==> src/rtl/vernam_decipher.sv <==
// vernam_decipher: receive end of the Vernam link.
// Key bytes from the key generator are buffered in a small circular FIFO.
// Each accepted ciphertext byte is XORed with the oldest unused key byte and
// presented on a registered valid/ready output. Every delivered byte raises a
// set/ack interrupt flag and increments a delivered-byte counter.
// Optional build macro: VERNAM_DEC_OVERFLOW_EN enables a sticky key_overflow
// flag. Dropped key writes then also raise irq.
module vernam_decipher #(
    parameter int KEY_DEPTH = 4,
    parameter int CNT_W     = 16
) (
    input  logic                         clk,
    input  logic                         reset,
    input  logic                         key_wr,
    input  logic [7:0]                   key_data,
    output logic                         key_full,
    output logic [$clog2(KEY_DEPTH):0]   key_level,
    input  logic                         cipher_valid,
    input  logic [7:0]                   cipher_data,
    output logic                         cipher_ready,
    output logic                         plain_valid,
    output logic [7:0]                   plain_data,
    input  logic                         plain_ready,
    output logic                         irq,
    input  logic                         irq_ack,
    output logic [CNT_W-1:0]             byte_count,
    output logic                         key_overflow
);

    localparam int PTR_W = $clog2(KEY_DEPTH);
    localparam int LVL_W = PTR_W + 1;

    // The output register either holds a pending plaintext byte or it does not.
    localparam logic [0:0] ST_EMPTY = 1'b0;
    localparam logic [0:0] ST_FULL  = 1'b1;

    logic [7:0]       key_mem_r [KEY_DEPTH];
    logic [PTR_W-1:0] wr_ptr_r;
    logic [PTR_W-1:0] rd_ptr_r;
    logic [LVL_W-1:0] count_r;
    logic [LVL_W-1:0] count_next_s;
    logic [0:0]       state_r;
    logic [0:0]       state_next_s;
    logic [7:0]       plain_data_r;
    logic             irq_r;
    logic             irq_next_s;
    logic             irq_set_s;
    logic [CNT_W-1:0] byte_count_r;

    logic             fifo_full_s;
    logic             fifo_empty_s;
    logic             accept_s;
    logic             deliver_s;
    logic             push_s;

    assign fifo_full_s  = (count_r == LVL_W'(KEY_DEPTH));
    assign fifo_empty_s = (count_r == {LVL_W{1'b0}});

    assign plain_valid  = (state_r == ST_FULL);
    assign plain_data   = plain_data_r;
    assign irq          = irq_r;
    assign byte_count   = byte_count_r;
    assign key_full     = fifo_full_s;
    assign key_level    = count_r;

    // A new byte may enter only when a key is buffered and the output slot is
    // free or being emptied this cycle; cipher_valid is deliberately not used.
    assign cipher_ready = !fifo_empty_s && (!plain_valid || plain_ready);

    assign accept_s  = cipher_valid && cipher_ready;
    assign deliver_s = plain_valid && plain_ready;

    // A full FIFO still takes a key write when a pop frees the slot this cycle.
    assign push_s    = key_wr && (!fifo_full_s || accept_s);

`ifdef VERNAM_DEC_OVERFLOW_EN
    logic drop_s;
    logic key_overflow_r;

    assign drop_s       = key_wr && fifo_full_s && !accept_s;
    assign irq_set_s    = deliver_s || drop_s;
    assign key_overflow = key_overflow_r;

    // Sticky record of any key byte dropped on a full FIFO.
    always_ff @(posedge clk) begin
        if (reset) begin
            key_overflow_r <= 1'b0;
        end else if (drop_s) begin
            key_overflow_r <= 1'b1;
        end else begin
            key_overflow_r <= key_overflow_r;
        end
    end
`else
    assign irq_set_s    = deliver_s;
    assign key_overflow = 1'b0;
`endif

    // Occupancy tracks push/pop; a simultaneous push and pop leaves it unchanged.
    always_comb begin
        count_next_s = count_r;
        if (push_s && !accept_s) begin
            count_next_s = count_r + LVL_W'(1);
        end else if (!push_s && accept_s) begin
            count_next_s = count_r - LVL_W'(1);
        end else begin
            count_next_s = count_r;
        end
    end

    // Output slot sequencing: refill wins over emptying in the same cycle.
    always_comb begin
        state_next_s = state_r;
        case (state_r)
            ST_EMPTY: begin
                if (accept_s) begin
                    state_next_s = ST_FULL;
                end else begin
                    state_next_s = ST_EMPTY;
                end
            end
            ST_FULL: begin
                if (deliver_s && !accept_s) begin
                    state_next_s = ST_EMPTY;
                end else begin
                    state_next_s = ST_FULL;
                end
            end
            default: begin
                state_next_s = ST_EMPTY;
            end
        endcase
    end

    // Acknowledge has priority over a same-cycle set.
    always_comb begin
        irq_next_s = irq_r;
        if (irq_ack) begin
            irq_next_s = 1'b0;
        end else if (irq_set_s) begin
            irq_next_s = 1'b1;
        end else begin
            irq_next_s = irq_r;
        end
    end

    // Key storage; buffered bytes are discarded on reset.
    always_ff @(posedge clk) begin
        if (reset) begin
            for (int i = 0; i < KEY_DEPTH; i++) begin
                key_mem_r[i] <= 8'h00;
            end
        end else if (push_s) begin
            key_mem_r[wr_ptr_r] <= key_data;
        end else begin
            key_mem_r[wr_ptr_r] <= key_mem_r[wr_ptr_r];
        end
    end

    // FIFO pointers and occupancy; pointers wrap naturally (power-of-two depth).
    always_ff @(posedge clk) begin
        if (reset) begin
            wr_ptr_r <= {PTR_W{1'b0}};
            rd_ptr_r <= {PTR_W{1'b0}};
            count_r  <= {LVL_W{1'b0}};
        end else begin
            wr_ptr_r <= push_s   ? (wr_ptr_r + PTR_W'(1)) : wr_ptr_r;
            rd_ptr_r <= accept_s ? (rd_ptr_r + PTR_W'(1)) : rd_ptr_r;
            count_r  <= count_next_s;
        end
    end

    // Output slot state and decrypted byte register.
    always_ff @(posedge clk) begin
        if (reset) begin
            state_r      <= ST_EMPTY;
            plain_data_r <= 8'h00;
        end else if (accept_s) begin
            state_r      <= state_next_s;
            plain_data_r <= cipher_data ^ key_mem_r[rd_ptr_r];
        end else begin
            state_r      <= state_next_s;
            plain_data_r <= plain_data_r;
        end
    end

    // Interrupt flag and delivered-byte counter (counter wraps to zero).
    always_ff @(posedge clk) begin
        if (reset) begin
            irq_r        <= 1'b0;
            byte_count_r <= {CNT_W{1'b0}};
        end else if (deliver_s) begin
            irq_r        <= irq_next_s;
            byte_count_r <= byte_count_r + CNT_W'(1);
        end else begin
            irq_r        <= irq_next_s;
            byte_count_r <= byte_count_r;
        end
    end

endmodule

==> config.mk <==
export PLATFORM = sky130hd
export DESIGN_NAME = vernam_decipher
export DESIGN_NICKNAME = d
export VERILOG_FILES = /design/src/rtl/vernam_decipher.sv
export SDC_FILE = /design/constraint.sdc
export NUM_CORES = 1
export LEC_CHECK = 0
export ABC_AREA = 1
export CAP_MARGIN = 25
export CORE_ASPECT_RATIO = 0.9
export CORE_MARGIN = 8
export CORE_UTILIZATION = 40
export CTS_BUF_LIST = sky130_fd_sc_hd__clkbuf_8
export DETAILED_ROUTE_END_ITERATION = 6
export SLEW_MARGIN = 5
export SYNTH_ARGS = -nofsm -noshare
export SYNTH_HDL_FRONTEND = slang
export SYNTH_SLANG_ARGS = --single-unit
==> constraint.sdc <==
create_clock -name clk -period 3.48 [get_ports clk]
set_input_delay 0.696 -clock clk [delete_from_list [all_inputs] [get_ports clk]]
set_output_delay 0.696 -clock clk [all_outputs]
set_load 0.01 [all_outputs]
==> results of run 1 <==
==> kinds of logic (layout without fill, tap and decap cells) <==
family                     Yosys count  in the layout  share of synthesized area
AOI/OAI and AO/OA                   42             42                    0.07454
other                                1              1                   0.001208
DFF                                 67             67                     0.5351
and+or+nand+nor                    189            189                     0.2643
adders and majority gates            3              3                    0.01450
xor gates and xnor gates             7              7                    0.01974
buffers and inverters               71            133                    0.09065
==> per-stage QoR <==
stage	area (sq um)	setup slack, ps
finish	3885	737.4
global route	3885	615.0
CTS	3885	723.2
detailed placement	3735	446.2
global placement	3735	526.9
floorplan	3105	1072
==> tightest hold or removal path, stage by stage (launching register included) <==
cell and delay, ps:
dfxtp_1 320, inv_1 50, a21oi_1 50
==> power groups by stage <==
stage	combinational [mW]	sequential [mW]	clock, mW
2_1_floorplan	0.405	1.04	0
3_3_place_gp	0.648	1.04	0
3_5_place_dp	0.659	1.04	0
4_1_cts	0.663	1.03	0.530
5_1_grt	0.741	1.04	0.563
6_report	0.653	1.03	0.509
==> layout by cell type, fill, tap and decap left out, types with 12 or more instances in the layout <==
master	count
clkdlybuf4s50_1	52
o21ai_0	20
nor3_1	12
a21oi_1	13
nand3_1	19
dfxtp_1	35
edfxtp_1	32
inv_1	62
nor2_1	45
nand2_1	98
==> how the worst max path moves through the flow <==
stage                startpoint  slack [ps]         endpoint  depth (start not counted)
floorplan                 reset        1070  key_mem_r[0][0]                          5
global placement    plain_ready         530     key_level[2]                         14
detailed placement  plain_ready         450     key_level[2]                         14
CTS                 plain_ready         720     cipher_ready                          5
global route        plain_ready         620     key_level[2]                         14
finish              plain_ready         740     cipher_ready                          5
==> area by class of cell <==
class | instances | area [sq um] | share of cell area
inverters | 60 | 225.2 | 0.05797
clock inverters | 6 | 26.28 | 0.006763
flip-flops and latches | 67 | 1662 | 0.4277
clock buffers | 9 | 123.9 | 0.03188
well taps | 96 | 120.1 | 0.03092
multi-input cells | 242 | 1162 | 0.2992
repair buffers | 58 | 565.5 | 0.1456
==> per-layer routing <==
| layer | global-route usage | wire, um | vias up |
|---|---|---|---|
| met1 | 0.1664 | 3173 | 1122 |
| met5 | 0 | 0 | - |
| met4 | 0.03155 | 57 | 0 |
| li1 | - | - | 1320 |
| met3 | 0.05107 | 488 | 6 |
| met2 | 0.2019 | 2950 | 64 |
==> state kept, by name, summed over array words and instances (netlist names), named ones only <==
signal and flops:
key_level 3, byte_count 16, plain_data 8, key_mem_r 32
irq 1, wr_ptr_r 2, plain_valid 1, rd_ptr_r 2
==> impl_metrics.env, run 1 <==
export IMPL_synth_nets=405
export IMPL_fmax_mhz=364.6
export IMPL_min_period_ps=2743
export IMPL_synth_edf_count=32
export IMPL_finalCritPeriodShare=0.7881
export IMPL_synthTopCellsByCount="nand2_1 (98), inv_1 (60), nor2_1 (45)"
export IMPL_power_density_nw_per_um2=563.3
export IMPL_start_util=0.4116
export IMPL_crit_type="input pin to output pin"
export IMPL_cp_required_ps=2780
export IMPL_portBuffers=52
export IMPL_first_pass_iters=4
export IMPL_gp_congestion=0.7262
export IMPL_fin_util=0.5149
export IMPL_synth_top_flop_cell="dfxtp_1"
export IMPL_antenna_found_initial=0
export IMPL_layout_nets=463
export IMPL_coreArea_sq_um=7545
export IMPL_synth_distinct_cells=26
export IMPL_syn_inst=380
export IMPL_instances_no_fill=538
export IMPL_cts_sink_count=67
export IMPL_io_pins=54
export IMPL_drv_cap=0
export IMPL_post_cts_setup_buffers=0
export IMPL_dp_hpwl_um=4991
export IMPL_internal_power_mw=1.479
export IMPL_hold_depth=2
export IMPL_drive_gt1_frac=0.05656
export IMPL_ys_top_cells_by_area="edfxtp_1 (31%), dfxtp_1 (23%), nand2_1 (12%)"
export IMPL_end_kind="output pin"
export IMPL_cts_tree="built"
export IMPL_timing_hold_ws_ps=451.2
export IMPL_grt_pass1_vias=2355
export IMPL_switching_share=0.3242
export IMPL_syn_cell_area_sq_um=3105
export IMPL_comb_power_share=0.298
export IMPL_synth_largest_area_cell="edfxtp_1"
export IMPL_synth_seq_cells=67
export IMPL_grt_overflow=0
export IMPL_area_delta_synth_final_pct=25.10
export IMPL_status="complete, no violations"
export IMPL_synth_top_area_share=0.3094
export IMPL_drt_iter0_drc=103
export IMPL_rr_worst_depth=13
export IMPL_p_sw_uw=709.6
export IMPL_cp_num_buf_inv=3
export IMPL_synth_most_common_cell="nand2_1"
export IMPL_dp_cells=523
export IMPL_setup_tns_ps=0
export IMPL_worst_slew_pin_slew_ps=581.2
export IMPL_critPathMaxStageDelay_ps=530
export IMPL_total_power_mw=2.189
export IMPL_timing_rr_start="key_level[0]"
export IMPL_cts_root_buffer="clkbuf_8"
export IMPL_wl_um=6670
export IMPL_power_static_leakage_nw=1.683
export IMPL_cp_common_cell="clkdlybuf4s50_1"
export IMPL_die_y_um=99.59
export IMPL_synth_seq_area_share=0.5351
export IMPL_cp_max_fo=3
export IMPL_die_area_sq_um=10840
export IMPL_path_delay_family="buffers and inverters"
export IMPL_die_w_um=108.9
export IMPL_grt_pass1_wl_um=11360
export IMPL_async_flop_share=0
export IMPL_yosysWarnings=0
export IMPL_grt_max_degree=30
export IMPL_vias_per_cell=4.669
export IMPL_wl_per_cell_um=12.40
export IMPL_r2r_end="key_level[2]"
export IMPL_cts_max_level=3
export IMPL_fillerInstances=745
export IMPL_placementRows=30
export IMPL_clockBufferDepth=2
export IMPL_ir_worst_vdd_v=0.0002340
export IMPL_syn_avg_cell_area_sq_um=8.172
export IMPL_p_seq_frac=0.469
export IMPL_critPathArrivalTime_ps=2050
export IMPL_numCtsBuffers=9
export IMPL_critPathSlowestCell="clkdlybuf4s50_1"
export IMPL_via_count=2512
export IMPL_drcViolationCount=0
export IMPL_cts_resized=0
export IMPL_worst_clock_skew_ps=7.487
export IMPL_diodes=0
export IMPL_holdCritStartpoint="byte_count[6]"
export IMPL_hold_end="byte_count[6]"
export IMPL_finalHoldViolations=0
export IMPL_insertion_delay_ps=330
export IMPL_final_setup_viol_count=0
export IMPL_final_antenna_net_count=0
export IMPL_path_cells="clkdlybuf4s50_1 > inv_1 > nand2_1 > and2_2 > clkdlybuf4s50_1"
export IMPL_ctsHoldBuffers=0
export IMPL_clkTransAtPathRegs_ps=60
export IMPL_start_kind="input pin"
export IMPL_p_clk_frac=0.233
export IMPL_slew_headroom=0.6120
export IMPL_grtUsageTotal=0.1308
export IMPL_slew_viol_final=0
export IMPL_hold_path_class="register to register"
export IMPL_r2r_slack_ps=1200
export IMPL_rsz0062_at_grt="false"
Note: power is estimated with default switching activity, not from simulation.
==> run 2, diff against run 1 <==
--- a/config.mk
+++ b/config.mk
@@ -12,6 +12,7 @@
 export CORE_UTILIZATION = 40
 export CTS_BUF_LIST = sky130_fd_sc_hd__clkbuf_8
 export DETAILED_ROUTE_END_ITERATION = 6
+export PLACE_DENSITY = 0.66
 export SLEW_MARGIN = 5
 export SYNTH_ARGS = -nofsm -noshare
 export SYNTH_HDL_FRONTEND = slang
==> constraint.sdc (replaced) <==
create_clock -name clk -period 2.3 [get_ports clk]
set_input_delay 0.46 -clock clk [delete_from_list [all_inputs] [get_ports clk]]
set_output_delay 0.46 -clock clk [all_outputs]
set_load 0.01 [all_outputs]
==> run 2 against run 1 <==
  * Count of clock-buffer cells in the layout is 1 higher
  * Via count is 0.88% higher
  * First-iteration DRC count is 28% higher
  * Final cell count increased by 2.2%
  * Power is 63% higher
  * Sequential cell count stayed put
  * Non-clock buffer count up 11
  * Setup slack got worse by 590 ps
  * Hold slack improved by 6.6 ps
  * Register-to-register slack worse by 940 ps
  * Largest power group unchanged
  * Clock skew grew 1.9 ps
==> impl_metrics.env, run 2 (synthesis results as in run 1) <==
export IMPL_multi_input_area_sq_um=1165
export IMPL_rr_worst_depth=13
export IMPL_portBuffers=52
export IMPL_hold_path_class="register to register"
export IMPL_final_setup_viol_count=0
export IMPL_power_static_leakage_nw=1.751
export IMPL_io_pins=54
export IMPL_dp_hpwl_um=5193
export IMPL_gp_congestion=0.7575
export IMPL_die_y_um=99.59
export IMPL_min_period_ps=2157
export IMPL_critPathArrivalTime_ps=1700
export IMPL_insertion_delay_ps=350
export IMPL_clockBufferDepth=2
export IMPL_drt_iter0_drc=132
export IMPL_fmax_mhz=463.7
export IMPL_ctsHoldBuffers=0
export IMPL_seq_area_sq_um=1662
export IMPL_grtUsageTotal=0.1292
export IMPL_cts_tree="built"
export IMPL_status="complete, no violations"
export IMPL_drcViolationCount=0
export IMPL_wl_per_cell_um=12.25
export IMPL_holdCritStartpoint="byte_count[6]"
export IMPL_hold_depth=2
export IMPL_via_count=2534
export IMPL_drv_cap=0
export IMPL_total_power_mw=3.571
export IMPL_finalCritPeriodShare=0.9377
export IMPL_start_kind="register"
export IMPL_cp_required_ps=1840
export IMPL_ir_worst_vdd_v=0.0002806
export IMPL_hold_end="byte_count[6]"
export IMPL_fin_area_sq_um=4013
export IMPL_cp_max_fo=5
export IMPL_cts_root_buffer="clkbuf_8"
export IMPL_numCtsBuffers=9
export IMPL_layout_nets=474
export IMPL_placed_area_sq_um=3817
export IMPL_start_util=0.4116
export IMPL_diodes=0
export IMPL_fillerInstances=703
export IMPL_final_common_cell="nand2_1"
export IMPL_layout_common_cells="nand2_1 (97), inv_1 (61), clkdlybuf4s50_1 (51)"
export IMPL_timing_hold_ws_ps=457.9
export IMPL_timing_rr_start="key_level[0]"
export IMPL_finalHoldViolations=0
export IMPL_die_w_um=108.9
export IMPL_placementRows=30
export IMPL_r2r_slack_ps=260
export IMPL_final_antenna_net_count=0
export IMPL_largest_reg_flops=32
export IMPL_cts_sink_count=67
export IMPL_dpl_worst_slack_ps=-221.5
export IMPL_coreArea_sq_um=7545
export IMPL_grt_max_degree=17
export IMPL_first_pass_iters=4
export IMPL_crit_type="register to output pin"
export IMPL_area_delta_synth_final_pct=29.21
export IMPL_rsz0062_at_grt="false"
export IMPL_cts_max_level=3
export IMPL_r2r_end="key_level[2]"
export IMPL_grt_overflow=0
export IMPL_wl_um=6736
export IMPL_end_kind="output pin"
export IMPL_clkTransAtPathRegs_ps=70
export IMPL_worst_clock_skew_ps=9.409
export IMPL_die_area_sq_um=10840
export IMPL_registers_top_by_ff_count="key_mem_r"
export IMPL_antenna_found_initial=0
export IMPL_fin_ws_ps=143.3
export IMPL_drive_gt1_frac=0.08811
export IMPL_grt_pass1_vias=2383
export IMPL_power_density_nw_per_um2=889.9
export IMPL_slew_viol_final=0
export IMPL_grt_pass1_wl_um=11020
export IMPL_vias_per_cell=4.607
-- run 2: cell types whose count changed in the layout (fill, tap and decap cells not counted) --
cell and change:
nand2_2 +1, o21ai_1 +2, clkinv_1 -1, clkinvlp_4 +1, dlygate4sd2_1 +1, clkbuf_8 +1
clkdlybuf4s50_1 -1, o21ai_0 -2, inv_1 -1, buf_4 +11, bufinv_16 +1, nand2_1 -1
-- run 2: timing repair --
item,CTS,global route
setup endpoints to repair,1,1
resized for setup,1,3
setup buffers,0,0
pin swaps,0,1
-- run 2: final cells by class --
class,instances,share of cell area
Sequential cell,67,0.4141
Multi-Input combinational cell,242,0.2903
Timing Repair Buffer,69,0.1612
Inverter,60,0.05613
Clock buffer,10,0.03430
Tap cell,96,0.02993
Clock inverter,6,0.01403
-- run 2: per-layer routing --
metal	up-vias	GRT usage	wire, um
met4	0	0.05783	112
met1	1130	0.1658	3207
met5	-	0	0
li1	1339	-	-
met3	9	0.03878	428
met2	56	0.1944	2987
-- run 2: power by group --
group	switching (mW)	internal (mW)
Clock	0.445	0.520
Combinational	0.574	0.492
Sequential	0.116	1.42
Total	1.13	2.44
-- run 2: through the flow --
stage / setup TNS [ps] / util / std cells
CTS: 0 / 0.5315 / 550
global placement: -243.6 / 0.5060 / 534
finish: 0 / 0.5318 / 550
global route: 0 / 0.5318 / 550
floorplan: 0 / - / 380
detailed placement: -295.1 / 0.5060 / 534
-- run 2: worst max-delay path by stage --
stage	startpoint	to	slack, ps
2_1_floorplan	reset	key_mem_r[0][0]	130
3_3_place_gp	plain_ready	key_level[2]	-180
3_5_place_dp	plain_ready	key_level[2]	-220
4_1_cts	plain_ready	key_level[2]	110
5_1_grt	plain_ready	key_level[2]	20
6_report	key_level[0]	key_full	140
-- run 2: critical path: stages (launching register included) --
cell and delay (ps):
dfxtp_1 390, nor3_1 360, clkdlybuf4s50_1 610
==> run 3, diff against run 2 <==
--- a/config.mk
+++ b/config.mk
@@ -12,6 +12,7 @@
 export CORE_UTILIZATION = 40
 export CTS_BUF_LIST = sky130_fd_sc_hd__clkbuf_8
 export DETAILED_ROUTE_END_ITERATION = 6
+export MAX_ROUTING_LAYER = met4
 export PLACE_DENSITY = 0.66
 export SLEW_MARGIN = 5
 export SYNTH_ARGS = -nofsm -noshare
==> run 3 against run 2 <==
  * Core utilization unchanged
  * Maximum frequency is essentially flat
  * Hold slack barely moved
  * Sequential cell count is the same
  * Cell area did not move
  * Critical endpoint unchanged
==> impl_metrics.env, run 3 (synthesis results as in run 1) <==
export IMPL_gp_congestion=0.7674
export IMPL_min_period_ps=2159
export IMPL_wl_um=6742
export IMPL_vias_per_cell=4.611
export IMPL_comb_power_share=0.299
export IMPL_diodes=0
export IMPL_placementRows=30
export IMPL_cp_required_ps=1840
export IMPL_cts_root_buffer="clkbuf_8"
export IMPL_io_pins=54
export IMPL_cts_tree="built"
export IMPL_p_clk_frac=0.269
export IMPL_status="complete, no violations"
export IMPL_die_w_um=108.9
export IMPL_grt_pass1_wl_um=11030
export IMPL_grt_max_degree=17
export IMPL_start_kind="register"
export IMPL_instances_no_fill=550
export IMPL_final_antenna_net_count=0
export IMPL_die_y_um=99.59
export IMPL_dp_cells=534
export IMPL_numCtsBuffers=9
export IMPL_drive_gt1_frac=0.08811
export IMPL_insertion_delay_ps=340
export IMPL_p_sw_mw=1.130
export IMPL_slew_viol_final=0
export IMPL_cts_max_level=3
export IMPL_hold_path_class="register to register"
export IMPL_first_pass_iters=4
export IMPL_setup_tns_ps=0
export IMPL_antenna_found_initial=0
export IMPL_drt_iter0_drc=136
export IMPL_registers_top_by_ff_count="key_mem_r"
export IMPL_grtUsageTotal=0.1329
export IMPL_layout_common_cells="nand2_1 (97), inv_1 (61), clkdlybuf4s50_1 (51)"
export IMPL_hold_depth=2
export IMPL_final_setup_viol_count=0
export IMPL_wl_met1_um=3251
export IMPL_wl_met3_um=379
export IMPL_dp_hpwl_um=5193
export IMPL_highest_layer="met4"
export IMPL_wl_met2_um=2972
export IMPL_crit_type="register to output pin"
export IMPL_end_kind="output pin"
export IMPL_power_density_nw_per_um2=888.9
export IMPL_critPathArrivalTime_ps=1700
export IMPL_cts_sink_count=67
export IMPL_cp_max_fo=5
export IMPL_critPathMaxStageDelay_ps=610
export IMPL_clkTransAtPathRegs_ps=70
export IMPL_fmax_mhz=463.3
export IMPL_start_util=0.4116
export IMPL_finalCritPeriodShare=0.9385
export IMPL_switching_share=0.3167
export IMPL_layout_nets=474
export IMPL_worst_clock_skew_ps=8.197
export IMPL_area_delta_synth_final_pct=29.21
export IMPL_finalHoldViolations=0
export IMPL_hold_end="byte_count[6]"
export IMPL_power_static_leakage_nw=1.751
export IMPL_drv_cap=0
export IMPL_final_common_cell="nand2_1"
export IMPL_internal_power_mw=2.437
export IMPL_rr_worst_depth=13
export IMPL_p_seq_frac=0.432
export IMPL_grt_overflow=0
export IMPL_coreArea_sq_um=7545
export IMPL_die_area_sq_um=10840
export IMPL_path_cells="nor3_1 > clkdlybuf4s50_1"
export IMPL_holdCritStartpoint="byte_count[6]"
export IMPL_ir_worst_vdd_v=0.0002764
export IMPL_post_cts_setup_buffers=0
export IMPL_largest_reg_flops=32
export IMPL_portBuffers=52
export IMPL_ctsHoldBuffers=0
export IMPL_clockBufferDepth=2
export IMPL_critPathSlowestCell="clkdlybuf4s50_1"
export IMPL_grt_pass1_vias=2383
export IMPL_rsz0062_at_grt="false"
export IMPL_r2r_slack_ps=250
export IMPL_via_count=2536
export IMPL_timing_rr_start="key_level[0]"
export IMPL_wl_per_cell_um=12.26
export IMPL_total_power_mw=3.567
export IMPL_r2r_end="key_level[2]"
export IMPL_drcViolationCount=0
==> run 3: cell counts in the layout (fill, tap and decap cells not counted) <==
No cell type changed its count.
==> run 3: how the worst max path moves through the flow <==
stage | startpoint | endpoint | slack (ps) | cells past startpoint
finish | key_level[0] | key_full | 140 | 2
global route | plain_ready | key_level[2] | 20 | 14
CTS | plain_ready | key_level[2] | 110 | 14
detailed placement | plain_ready | key_level[2] | -220 | 14
global placement | plain_ready | key_level[2] | -180 | 14
floorplan | reset | key_mem_r[0][0] | 130 | 5
==> run 3: layout make-up <==
class / instances / area, sq um
Fill cell: 703 / 3532
Sequential cell: 67 / 1662
Multi-Input combinational cell: 242 / 1165
Timing Repair Buffer: 69 / 646.9
Inverter: 60 / 225.2
Clock buffer: 10 / 137.6
Tap cell: 96 / 120.1
Clock inverter: 6 / 56.30
==> run 3: per-layer routing <==
layer | track usage | vias to the layer above
li1 | - | 1341
met1 | 0.1689 | 1122
met2 | 0.1939 | 63
met3 | 0.03491 | 10
met4 | 0.05783 | 0
met5 | - | -
==> run 3: critical path: cells and delay by family (launching register included) <==
family                 cells  cell delay [ps]
buffers and inverters      1              610
DFF                        1              390
and+or+nand+nor            1              360
==> run 3: what timing repair did <==
action,4_1_cts,5_1_grt
pin swaps,0,1
resized for setup,1,3
endpoints found under the setup margin,1,1
==> run 3: power groups by stage <==
stage | clock (mW) | combinational (mW) | sequential (mW)
final | 0.960 | 1.07 | 1.54
after global routing | 1.04 | 1.21 | 1.56
after CTS | 0.979 | 1.08 | 1.54
after detailed placement | 0 | 1.08 | 1.56
after global placement | 0 | 1.06 | 1.56
after floorplan | 0 | 0.613 | 1.57
==> run 3: through the flow <==
stage	utilization	cell area, sq um	worst slack [ps]	hold WS (ps)
finish	0.5318	4013	141.4	457.8
global route	0.5318	4013	18.83	488.5
CTS	0.5315	4010	113.8	462.5
detailed placement	0.5060	3817	-221.5	451.2
global placement	0.5060	3817	-177.5	441.9
floorplan	-	3105	127.9	432.9
